<file path="src/rtl/video_pkg.sv">
// Shared types and constants for the video pattern generator: pixel type,
// pattern mode encodings, run-state encoding and the colour-bar palette.
package video_pkg;

    localparam int COORD_W = 12;

    typedef logic [23:0] pixel_t;

    typedef enum logic [1:0] {
        MODE_SOLID   = 2'd0,
        MODE_BARS    = 2'd1,
        MODE_CHECKER = 2'd2,
        MODE_RAMP    = 2'd3
    } mode_e;

    typedef enum logic {
        ST_IDLE = 1'b0,
        ST_RUN  = 1'b1
    } state_e;

    // Left-to-right colour bars (RGB888).
    localparam pixel_t BAR_COLOR [8] = '{
        24'hFFFFFF, 24'hFFFF00, 24'h00FFFF, 24'h00FF00,
        24'hFF00FF, 24'hFF0000, 24'h0000FF, 24'h000000
    };

    function automatic pixel_t gray(input logic [7:0] level);
        return {level, level, level};
    endfunction

endpackage

</file>
<file path="src/rtl/pixel_counter.sv">
// Raster position counters (x, y and colour-bar index) for the currently
// presented pixel, plus the wrapped position of the following pixel.
module pixel_counter
    import video_pkg::*;
#(
    parameter int Width  = 1040,
    parameter int Height = 666
) (
    input  logic               clk,
    input  logic               rst_n,
    input  logic               advance,
    output logic [COORD_W-1:0] x,
    output logic [COORD_W-1:0] y,
    output logic [2:0]         bar,
    output logic [COORD_W-1:0] x_next,
    output logic [COORD_W-1:0] y_next,
    output logic [2:0]         bar_next,
    output logic               last_pixel
);

    localparam logic [COORD_W-1:0] LAST_X   = COORD_W'(Width - 1);
    localparam logic [COORD_W-1:0] LAST_Y   = COORD_W'(Height - 1);
    localparam logic [COORD_W-1:0] BAR_LAST = COORD_W'(Width / 8 - 1);

    logic [COORD_W-1:0] x_reg, y_reg, bar_px_reg, bar_px_next;
    logic [2:0]         bar_reg;

    // The bar index steps every Width/8 pixels using a pixel-within-bar count.
    always_comb begin
        x_next      = x_reg + COORD_W'(1);
        y_next      = y_reg;
        bar_next    = bar_reg;
        bar_px_next = bar_px_reg + COORD_W'(1);
        if (bar_px_reg == BAR_LAST) begin
            bar_px_next = '0;
            bar_next    = bar_reg + 3'd1;
        end
        if (x_reg == LAST_X) begin
            x_next      = '0;
            bar_px_next = '0;
            bar_next    = '0;
            y_next      = (y_reg == LAST_Y) ? '0 : y_reg + COORD_W'(1);
        end
    end

    always_ff @(posedge clk or negedge rst_n) begin
        if (!rst_n) begin
            x_reg      <= '0;
            y_reg      <= '0;
            bar_reg    <= '0;
            bar_px_reg <= '0;
        end else if (advance) begin
            x_reg      <= x_next;
            y_reg      <= y_next;
            bar_reg    <= bar_next;
            bar_px_reg <= bar_px_next;
        end
    end

    assign x          = x_reg;
    assign y          = y_reg;
    assign bar        = bar_reg;
    assign last_pixel = (x_reg == LAST_X) && (y_reg == LAST_Y);

endmodule

</file>
<file path="src/rtl/video_pattern_gen.sv">
// Test-pattern video source: solid, colour bars, checkerboard or scrolling
// ramp, streamed one pixel per transfer over a valid/ready handshake.
module video_pattern_gen
    import video_pkg::*;
#(
    parameter int Width    = 1040,
    parameter int Height   = 666,
    parameter int TileLog2 = 5
) (
    input  logic        Clock,
    input  logic        Reset_n,
    input  logic        Enable,
    input  logic [1:0]  Mode,
    input  logic [23:0] SolidColor,
    output logic [23:0] Video,
    output logic        VideoValid,
    input  logic        VideoReady,
    output logic        StartOfFrame,
    output logic        EndOfLine,
    output logic [15:0] FrameCount
);

    localparam logic [COORD_W-1:0] LAST_X = COORD_W'(Width - 1);

    state_e             state_reg, state_next;
    pixel_t             video_reg, video_next;
    logic               valid_reg, valid_next;
    logic               sof_reg, sof_next;
    logic               eol_reg, eol_next;
    logic [15:0]        fc_reg, fc_next;
    mode_e              mode_reg, mode_next;
    pixel_t             color_reg, color_next;

    logic               transfer, load;
    logic [COORD_W-1:0] cnt_x, cnt_y, cnt_x_next, cnt_y_next;
    logic [COORD_W-1:0] pix_x, pix_y;
    logic [2:0]         cnt_bar, cnt_bar_next, pix_bar;
    logic               last_pixel;

    assign transfer = valid_reg & VideoReady;

    pixel_counter #(
        .Width  (Width),
        .Height (Height)
    ) u_pixel_counter (
        .clk        (Clock),
        .rst_n      (Reset_n),
        .advance    (transfer),
        .x          (cnt_x),
        .y          (cnt_y),
        .bar        (cnt_bar),
        .x_next     (cnt_x_next),
        .y_next     (cnt_y_next),
        .bar_next   (cnt_bar_next),
        .last_pixel (last_pixel)
    );

    function automatic pixel_t make_pixel(
        input mode_e              m,
        input pixel_t             c,
        input logic [COORD_W-1:0] px,
        input logic [COORD_W-1:0] py,
        input logic [2:0]         b,
        input logic [7:0]         f
    );
        pixel_t p;
        case (m)
            MODE_SOLID:   p = c;
            MODE_BARS:    p = BAR_COLOR[b];
            MODE_CHECKER: p = (px[TileLog2] ^ py[TileLog2]) ? '0 : c;
            MODE_RAMP:    p = gray(px[7:0] + f);
            default:      p = '0;
        endcase
        return p;
    endfunction

    // Output registers are loaded with the pixel about to be presented, so the
    // pattern is computed from the counters' upcoming position.
    always_comb begin
        state_next = state_reg;
        video_next = video_reg;
        valid_next = valid_reg;
        sof_next   = sof_reg;
        eol_next   = eol_reg;
        fc_next    = fc_reg;
        mode_next  = mode_reg;
        color_next = color_reg;
        load       = 1'b0;
        pix_x      = cnt_x_next;
        pix_y      = cnt_y_next;
        pix_bar    = cnt_bar_next;

        case (state_reg)
            ST_IDLE: begin
                pix_x   = cnt_x;
                pix_y   = cnt_y;
                pix_bar = cnt_bar;
                if (Enable) begin
                    state_next = ST_RUN;
                    load       = 1'b1;
                    mode_next  = mode_e'(Mode);
                    color_next = SolidColor;
                end
            end
            ST_RUN: begin
                if (transfer) begin
                    if (last_pixel) begin
                        fc_next = fc_reg + 16'd1;
                        if (Enable) begin
                            load       = 1'b1;
                            mode_next  = mode_e'(Mode);
                            color_next = SolidColor;
                        end else begin
                            state_next = ST_IDLE;
                            valid_next = 1'b0;
                            sof_next   = 1'b0;
                            eol_next   = 1'b0;
                        end
                    end else begin
                        load = 1'b1;
                    end
                end
            end
            default: state_next = ST_IDLE;
        endcase

        if (load) begin
            valid_next = 1'b1;
            video_next = make_pixel(mode_next, color_next, pix_x, pix_y, pix_bar, fc_next[7:0]);
            sof_next   = (pix_x == '0) && (pix_y == '0);
            eol_next   = (pix_x == LAST_X);
        end
    end

    always_ff @(posedge Clock or negedge Reset_n) begin
        if (!Reset_n) begin
            state_reg <= ST_IDLE;
            video_reg <= '0;
            valid_reg <= 1'b0;
            sof_reg   <= 1'b0;
            eol_reg   <= 1'b0;
            fc_reg    <= '0;
            mode_reg  <= MODE_SOLID;
            color_reg <= '0;
        end else begin
            state_reg <= state_next;
            video_reg <= video_next;
            valid_reg <= valid_next;
            sof_reg   <= sof_next;
            eol_reg   <= eol_next;
            fc_reg    <= fc_next;
            mode_reg  <= mode_next;
            color_reg <= color_next;
        end
    end

    assign Video        = video_reg;
    assign VideoValid   = valid_reg;
    assign StartOfFrame = sof_reg;
    assign EndOfLine    = eol_reg;
    assign FrameCount   = fc_reg;

endmodule

</file>
<file path="config.mk">
export PLATFORM = sky130hd
export DESIGN_NAME = video_pattern_gen
export DESIGN_NICKNAME = d
export VERILOG_FILES = /design/src/rtl/video_pkg.sv /design/src/rtl/pixel_counter.sv /design/src/rtl/video_pattern_gen.sv
export SDC_FILE = /design/constraint.sdc
export NUM_CORES = 1
export LEC_CHECK = 0
export CORE_MARGIN = 8
export CORE_UTILIZATION = 35
export DETAILED_ROUTE_END_ITERATION = 6
export PLACE_DENSITY_LB_ADDON = 0.3
export REMOVE_ABC_BUFFERS = 1
export SYNTH_ARGS = -nofsm -noshare
export SYNTH_HDL_FRONTEND = slang
export SYNTH_SLANG_ARGS = --single-unit
</file>
<file path="constraint.sdc">
create_clock -name Clock -period 5.5 [get_ports Clock]
set_clock_uncertainty 0.15 [all_clocks]
set_input_delay 0.825 -clock Clock [delete_from_list [all_inputs] [get_ports Clock]]
set_output_delay 0.825 -clock Clock [all_outputs]
set_load 0.01 [all_outputs]
</file>
==> results.md, run 1 <==
- Post-CTS Setup Bufs: 0
- Crit path max fanout: 11
- Final wirelength: 14900 um
- CTS Hold Buffers Added: 0
- Initial DRC count: 320
- Post-DP Area: 0.00691 mm^2
- Measured slew at the worst slew-check pin: 941 ps
- Final setup TNS: 0 ps
- Maximum clock frequency: 0.224 GHz
- Yosys reg bits: 109
- First-pass DRT Iterations: 6
- CTS Buf Count: 9
- Yosys cell types: 72
- N_diodes: 0
- Worst-skew pair later-pin latency: 360 ps
- Synth Area in XOR/XNOR: 6.77%
- Final setup fails: 0
- DP HPWL: 10900 um
- Wire length per cell: between 15 and 20 um
- Status: complete, no violations
- Post-synth top area share: around 45%
- Share of cells above drive strength 1: 10.5%
- Initial antenna violation count: 0
- Synth Warn #: 0
- Post-synth ARST share: 100%
- Compound-Gate Fraction of Synth Area: 13.3%
- Design area: between 0.007 and 0.008 mm^2
- Die Area: 0.0217 mm^2
- Post-CTS Resized: 0
- Vias in the first global route: 4876
- Clock Sinks: 109
- Crit path time final: ~4500 ps
- Sequential fraction of the synthesis area: 45.2%
- Tcrit/Tclk final: about four fifths
- ANT nets after route: 0
- Power density over the cells: approximately 280 mW/mm^2
- Largest net degree at the start of global routing: 74
- Crit path capture type: flop
- CP required: 5550 ps
- Total of max-cap violations: 0
- DRC violations left: 0
- Placer Congestion: 0.849
- CTS root buffer: clkbuf_16
- Synth Area in Simple Gates: 22.9%
- Starting Density: 35.3%
- Max clock buf depth: 2
- Synth area leader: dfrtp_1
- CP arrival: 4520 ps
- Overflow after GRT: 0
- VDD IR-drop max: 0.196 mV
- Vias: about 4900
- Fin. max-slew vios: 0
- Multiplexer share of the synthesized area: 5.00%
- Worst Setup Start Kind: flop
- Top post-synthesis cells by count: 109 x dfrtp_1, 66 x nor2_1, 56 x nand2_1
- Num rows: 48
- Core Util, Final: between 40% and 50%
- Top_reg_cell synth: dfrtp_1
- CTS tree: yes
- Core area: 0.0171 mm^2
- Min-delay worst type: flop to flop
- Vias/cell: 5.38
- Post-synthesis cell area: around 0.006 mm^2
- Syn_area_per_cell: 9.71 um^2
- Count leader, synth: dfrtp_1
- Area delta synth->final: 19.3%
- Pleak: 3.00 nW
- Fin nets: 723
- Worst setup path category: flop to flop
- Largest family of logic cells by synthesized area: simple AND/OR/NAND/NOR gates
- Number of flops mapped to enable cells by yosys: 0
- Hold Fails Final Rpt: 0
- IO buf count: 72
- Synth Area in Adders: 3.24%
- Total GRT Usage: 14.0%
- Cells after Synth: 621
- # IOs: 73
- Largest cells by area after synthesis: dfrtp_1 45%, mux2_2 4.7%, nor2_1 4.1%
- H-tree depth: 3
- Slew headroom: ~37%
- Die X: 147 um
- Clock-pin slew on the worst setup and hold paths: around 80 ps
- Die height: 147 um
- RSZ-0062 raised after global routing: false
- Global-route wire length before repair: about 25000 um
[critical path: stages (launching register included)]
cell      delay, ps
dfrtp_1         490
or4b_1          700
or3_4           540
nor3_4          320
mux2_2          420
ha_1            300
a21oi_1         210
o211ai_1        150
o41ai_1         390
xnor2_1         180
xnor3_1         230
nand2_1         120
a31oi_1         100
[final timing paths]
path | start | to | cells after the start | slack (ps)
setup reg to reg | u_pixel_counter.x[5]$_DFFE_PN0P_ | Video[23]$_DFFE_PN0P_ | 12 | 1030
setup / recovery | u_pixel_counter.x[5]$_DFFE_PN0P_ | Video[23]$_DFFE_PN0P_ | 12 | 1030
hold / removal | FrameCount[15]$_DFFE_PN0P_ | FrameCount[15]$_DFFE_PN0P_ | 1 | 330
min in group asynchronous | Reset_n | Video[4]$_DFFE_PN0P_ | 1 | 440
hold reg to reg | FrameCount[15]$_DFFE_PN0P_ | FrameCount[15]$_DFFE_PN0P_ | 1 | 330
max in group asynchronous | Reset_n | u_pixel_counter.y[9]$_DFFE_PN0P_ | 2 | 3730
[where the power goes]
part / switching, W / leakage (nW) / internal, W / total (W)
Combinational: 0.000203 / 1.46 / 0.000240 / 0.000443
Clock: 0.000313 / 0.137 / 0.000316 / 0.000629
Sequential: 0.0000713 / 1.40 / 0.000902 / 0.000973
[stage by stage]
stage	setup WS (ps)	cells	total power (W)	hold slack, ps
after floorplan	1430	588	0.00120	321
after global placement	1180	892	0.00142	308
after detailed placement	1050	892	0.00144	330
after CTS	1020	908	0.00207	340
after global routing	796	908	0.00215	355
final	1030	908	0.00205	330
[area by class of cell]
class                   count  area [um^2]
multi-input cells         469         3090
flip-flops and latches    109         2730
well taps                 225          282
clock buffers              10          229
fillers                  1636         9860
clock inverters             6         55.1
repair buffers             79          771
inverters                  10         37.5
[logic make-up (layout without fill, tap and decap cells)]
| logic type | Yosys count | in the layout |
|---|---|---|
| compound gates | 117 | 117 |
| xor+xnor | 45 | 45 |
| fa+ha+maj | 15 | 15 |
| buf+inv | 43 | 105 |
| flops | 109 | 109 |
| mux | 27 | 27 |
| simple gates | 265 | 265 |
[cell usage in the layout (no fill, tap or decap), types with 3 or more instances in the layout]
master	netlist	routed
a21o_1	4	4
a21oi_1	19	17
a21oi_2	2	4
a31oi_1	29	29
and2_1	3	3
and3_1	11	11
and4_1	4	4
buf_4	3	8
clkbuf_16	0	9
clkdlybuf4s50_1	0	71
dfrtp_1	109	109
ha_1	14	14
inv_1	10	10
inv_6	0	3
mux2_2	25	25
nand2_1	56	56
nand2b_1	31	31
nand3_1	25	25
nand4_1	21	21
nor2_1	66	66
nor2b_1	3	3
nor3_1	14	14
nor4_1	5	5
nor4b_1	3	3
o21ai_0	22	22
o31ai_1	10	10
o41ai_1	5	5
or2_2	3	3
xnor2_1	26	26
xor2_1	18	18
[metal layers]
metal	global-route usage, %	vias up	part of all wire (%)
met5	0	-	0
met4	3.47	0	0.96
met3	3.69	14	6.7
met2	22.2	158	46
met1	18.8	2373	46
li1	-	2338	-
Power figures use the tool's default switching activity.
==> run 2, diff against run 1 <==
Clock period 5.5 ns to 4.63 ns, I/O delays scaled along.
==> results.md, run 2 (synthesis results as in run 1) <==
- Status: complete, no violations
- Area delta synth->final: 19.8%
- Reg-to-Reg Start: u_pixel_counter.x[1]$_DFFE_PN0P_
- Crit path time final: 4250 ps
- Crit path top cell by count: ha_1
- Place WS: 438 ps
- Core area: 0.0171 mm^2
- Hold Fails Final Rpt: 0
- Share of cells above drive strength 1: 11.1%
- Tcrit/Tclk final: about 92%
- Slowest CP cell: or3_4
- Worst Setup Start Kind: flop
- IO buf count: 72
- Clock-pin slew on the worst setup and hold paths: 80 ps
- Vias/cell: 5.34
- Crit path capture type: flop
- Vias in the first global route: 4868
- Min-delay worst type: flop to flop
- Total of max-cap violations: 0
- ANT nets after route: 0
- Worst Hold Launch: FrameCount[15]$_DFFE_PN0P_
- Die X: approximately 150 um
- Num rows: 48
- N_diodes: 0
- # IOs: 73
- Die Area: 0.0217 mm^2
- Global-route wire length before repair: 25000 um
- Most frequent cells in the layout: 109 x dfrtp_1, 71 x clkdlybuf4s50_1, 66 x nor2_1
- Measured slew at the worst slew-check pin: 1080 ps
- Worst path bufs/invs: 0
- Worst path top cell family by delay: simple AND/OR/NAND/NOR gates
- Fillcell total: 1682
- Vias: 4872
- Final wirelength: 15100 um
- Slew headroom: between 20% and 30%
- Pleak: 3.02 nW
- First-pass DRT Iterations: 5
- Initial DRC count: 355
- Final setup TNS: 0 ps
- Critical path startpoint: u_pixel_counter.x[1]$_DFFE_PN0P_
- Worst R2R Setup Slack: 380 ps
- Placer Congestion: about 0.86
- CTS tree: yes
- Largest net degree at the start of global routing: 84
- H-tree depth: 3
- Overflow after GRT: 0
- Final WS setup: 381 ps
- Max clock buf depth: 2
- Most common cell after layout, fill and taps aside: dfrtp_1
- VDD IR-drop max: 0.234 mV
- CTS Buf Count: 9
- Clock Sinks: 109
- CP required: ~4700 ps
- Starting Density: a little over a third
- Fin nets: 727
- Slowest Stage Delay on Critical Path: 520 ps
- Die height: between 100 and 150 um
- DRC violations left: 0
- Worst setup path category: flop to flop
- Wire length per cell: 16.6 um
- Initial antenna violation count: 0
- CTS root buffer: clkbuf_16
- CTS Hold Buffers Added: 0
- Maximum clock frequency: 0.235 GHz
- Power density over the cells: 336 mW/mm^2
- Cell Chain, Critical Path: ha_1, nand3_1, or3_4, nor3_4, mux2_2, ha_1, a21oi_1, o211ai_1, o41ai_1, xnor2_1, xnor3_1, nand2_1, a31oi_1
- Final setup fails: 0
- Fin. max-slew vios: 0
- RSZ-0062 raised after global routing: false
- Worst-skew pair later-pin latency: around 350 ps
- Total GRT Usage: 14.2%
- Worst hold slack: approximately 330 ps
- Crit path max fanout: 11
- Post-CTS Setup Bufs: 0
- CP arrival: 4290 ps
- DP HPWL: roughly 11000 um
- Post-CTS Resized: 0
## run 2: routing by layer
metal,global-route usage (%),wire (um)
met2,22.7,7140
met5,0,0
met3,3.20,716
met1,18.7,7080
met4,4.03,167
## run 2: worst paths after layout
path	to	cells past startpoint
hold / removal	FrameCount[15]$_DFFE_PN0P_	1
hold reg to reg	FrameCount[15]$_DFFE_PN0P_	1
max in group asynchronous	color_reg[10]$_DFF_PN0_	2
setup reg to reg	Video[23]$_DFFE_PN0P_	13
setup / recovery	Video[23]$_DFFE_PN0P_	13
min in group asynchronous	Video[12]$_DFFE_PN0P_	1
## run 2: area by class of cell
type / count / area, um^2 / share of cell area [%]
Multi-Input combinational cell: 469 / 3090 / 42.8
Sequential cell: 109 / 2730 / 37.8
Timing Repair Buffer: 83 / 801 / 11.1
Tap cell: 225 / 282 / 3.90
Clock buffer: 10 / 229 / 3.17
Clock inverter: 6 / 51.3 / 0.711
Inverter: 10 / 37.5 / 0.520
## run 2: worst reg2reg max path, stage by stage (launching register included)
cell and delay [ps]:
dfrtp_1 480, ha_1 320, nand3_1 280, or3_4 520, nor3_4 320, mux2_2 420
ha_1 300, a21oi_1 200, o211ai_1 150, o41ai_1 330, xnor2_1 170, xnor3_1 230
nand2_1 130, a31oi_1 100
## run 2: where the power goes
group / switching (W) / leakage [nW] / total [W] / internal (W)
Combinational: 0.000242 / 1.48 / 0.000528 / 0.000286
Clock: 0.000367 / 0.140 / 0.000743 / 0.000376
Sequential: 0.0000858 / 1.40 / 0.00116 / 0.00107
Total: 0.000694 / 3.02 / 0.00243 / 0.00173
## run 2: through the flow
step / power [W] / cell area, um^2 / utilization (%) / instances
3_3_place_gp: 0.00169 / 6940 / 40.7 / 896
4_1_cts: 0.00247 / 7220 / 42.3 / 912
2_1_floorplan: 0.00142 / 5850 / - / 588
6_report: 0.00243 / 7220 / 42.3 / 912
3_5_place_dp: 0.00171 / 6940 / 40.7 / 896
5_1_grt: 0.00255 / 7220 / 42.3 / 912
==> run 3, diff against run 2 <==
Settings changed: GPL_TIMING_DRIVEN set to 0.
==> results.md, run 3 (synthesis results as in run 1) <==
- Die height: 147 um
- DRC violations left: 0
- RSZ-0062 raised after global routing: false
- Slowest CP cell: or4b_4
- Share of cells above drive strength 1: 10.7%
- Crit path capture type: flop
- Core Util, Final: 42.4%
- Worst Setup Start Kind: flop
- Power density over the cells: 337 mW/mm^2
- Initial DRC count: 297
- Slew headroom: 34.4%
- Global-route wire length before repair: 24700 um
- Status: complete, no violations
- Max clock buf depth: 2
- Tcrit/Tclk final: ~96%
- Final WS setup: 188 ps
- ANT nets after route: 0
- Initial antenna violation count: 0
- IO buf count: 72
- Crit path time final: 4440 ps
- VDD IR-drop max: 0.187 mV
- CP required: around 4700 ps
- Vias in the first global route: 4845
- Wire length per cell: 16.3 um
- # IOs: 73
- Fin. max-slew vios: 0
- Starting Density: 35.3%
- Total GRT Usage: between 10% and 20%
- Measured slew at the worst slew-check pin: 976 ps
- Worst setup path category: flop to flop
- Clock-pin slew on the worst setup and hold paths: 80 ps
- Worst-skew pair later-pin latency: 360 ps
- Crit path max fanout: 11
- Die X: 147 um
- Worst path bufs/invs: 0
- Placer Congestion: ~0.9
- Core area: 0.0171 mm^2
- First-pass DRT Iterations: 4
- Area delta synth->final: 20.0%
- Slowest Stage Delay on Critical Path: between 600 and 700 ps
- Clock Sinks: between 100 and 150
- Fin nets: 720
- Place WS: 55.7 ps
- Total of max-cap violations: 0
- Pleak: 3.00 nW
- CP arrival: 4500 ps
- CTS tree: yes
- Final setup TNS: 0 ps
- Overflow after GRT: 0
- Final wirelength: 14700 um
- Maximum clock frequency: 0.225 GHz
- CTS Buf Count: 9
- Post-CTS Setup Bufs: 0
- Cell Chain, Critical Path: or4b_4, or3_4, nor3_4, mux2_2, ha_1, a21oi_1, o211ai_1, o41ai_1, xnor2_1, xnor3_1, nand2_1, a31oi_1
- Final setup fails: 0
- CTS root buffer: clkbuf_16
- Num rows: 48
- Die Area: 0.0217 mm^2
- Worst path top cell family by delay: simple AND/OR/NAND/NOR gates
- N_diodes: 0
- CTS Hold Buffers Added: 0
- Largest net degree at the start of global routing: 68
- Most common cell after layout, fill and taps aside: dfrtp_1
- H-tree depth: 3
- Vias: about 4900
- Most frequent cells in the layout: 108 x dfrtp_1, 71 x clkdlybuf4s50_1, 66 x nor2_1
- Hold Fails Final Rpt: 0
- DP HPWL: 10700 um
- Vias/cell: between 5 and 6
- Min-delay worst type: input pin to asynchronous set/reset pin
## run 3: report_power, final
part           total (W)  switching [W]  leakage, nW  internal (W)
Clock           0.000758       0.000381        0.141      0.000376
Sequential       0.00116      0.0000870         1.40       0.00107
Combinational   0.000522       0.000235         1.46      0.000287
## run 3: timing repair
action,4_1_cts,5_1_grt
setup endpoints to repair,0,3
gates resized for setup,0,3
hold endpoints to repair,0,0
## run 3: per-layer routing
metal / routed length (um) / track usage, % / up-vias
li1: - / - / 2334
met1: 6620 / 17.9 / 2388
met2: 7020 / 22.2 / 117
met3: 810 / 4.00 / 16
met4: 276 / 3.93 / 0
met5: 0 / 0 / -
## run 3: metrics by stage
step                      hold WS, ps  instance area, um^2  instances  total power, W
after floorplan                   249                 5850        588         0.00142
after global placement            310                 6850        885         0.00168
after detailed placement          314                 6930        888         0.00171
after CTS                         327                 7220        904         0.00247
after global routing              335                 7230        905         0.00256
final                             304                 7230        905         0.00244
## run 3: layout make-up
type                            instances  area, um^2
Tap cell                              225         282
Clock buffer                           10         229
Sequential cell                       109        2730
Fill cell                            1658        9820
Clock inverter                          6        56.3
Multi-Input combinational cell        469        3110
Inverter                               10        37.5
Timing Repair Buffer                   76         788
## run 3: worst paths after layout
check / startpoint / end / slack, ps / cells past startpoint
worst max-delay path: u_pixel_counter.x[5]$_DFFE_PN0P_ / Video[23]$_DFFE_PN0P_ / 190 / 12
worst min-delay path: Reset_n / Video[4]$_DFFE_PN0P_ / 300 / 1
worst max register to register: u_pixel_counter.x[5]$_DFFE_PN0P_ / Video[23]$_DFFE_PN0P_ / 190 / 12
worst min register to register: FrameCount[15]$_DFFE_PN0P_ / FrameCount[15]$_DFFE_PN0P_ / 320 / 1
max in group asynchronous: Reset_n / state_reg$_DFF_PN0_ / 3290 / 2
min in group Clock: FrameCount[15]$_DFFE_PN0P_ / FrameCount[15]$_DFFE_PN0P_ / 320 / 1
## run 3: worst register-to-register path: stages, from the launching register on
cell      delay, ps
dfrtp_1         510
or4b_4          650
or3_4           520
nor3_4          360
mux2_2          420
ha_1            300
a21oi_1         200
o211ai_1        170
o41ai_1         360
xnor2_1         180
xnor3_1         230
nand2_1         120
a31oi_1         100
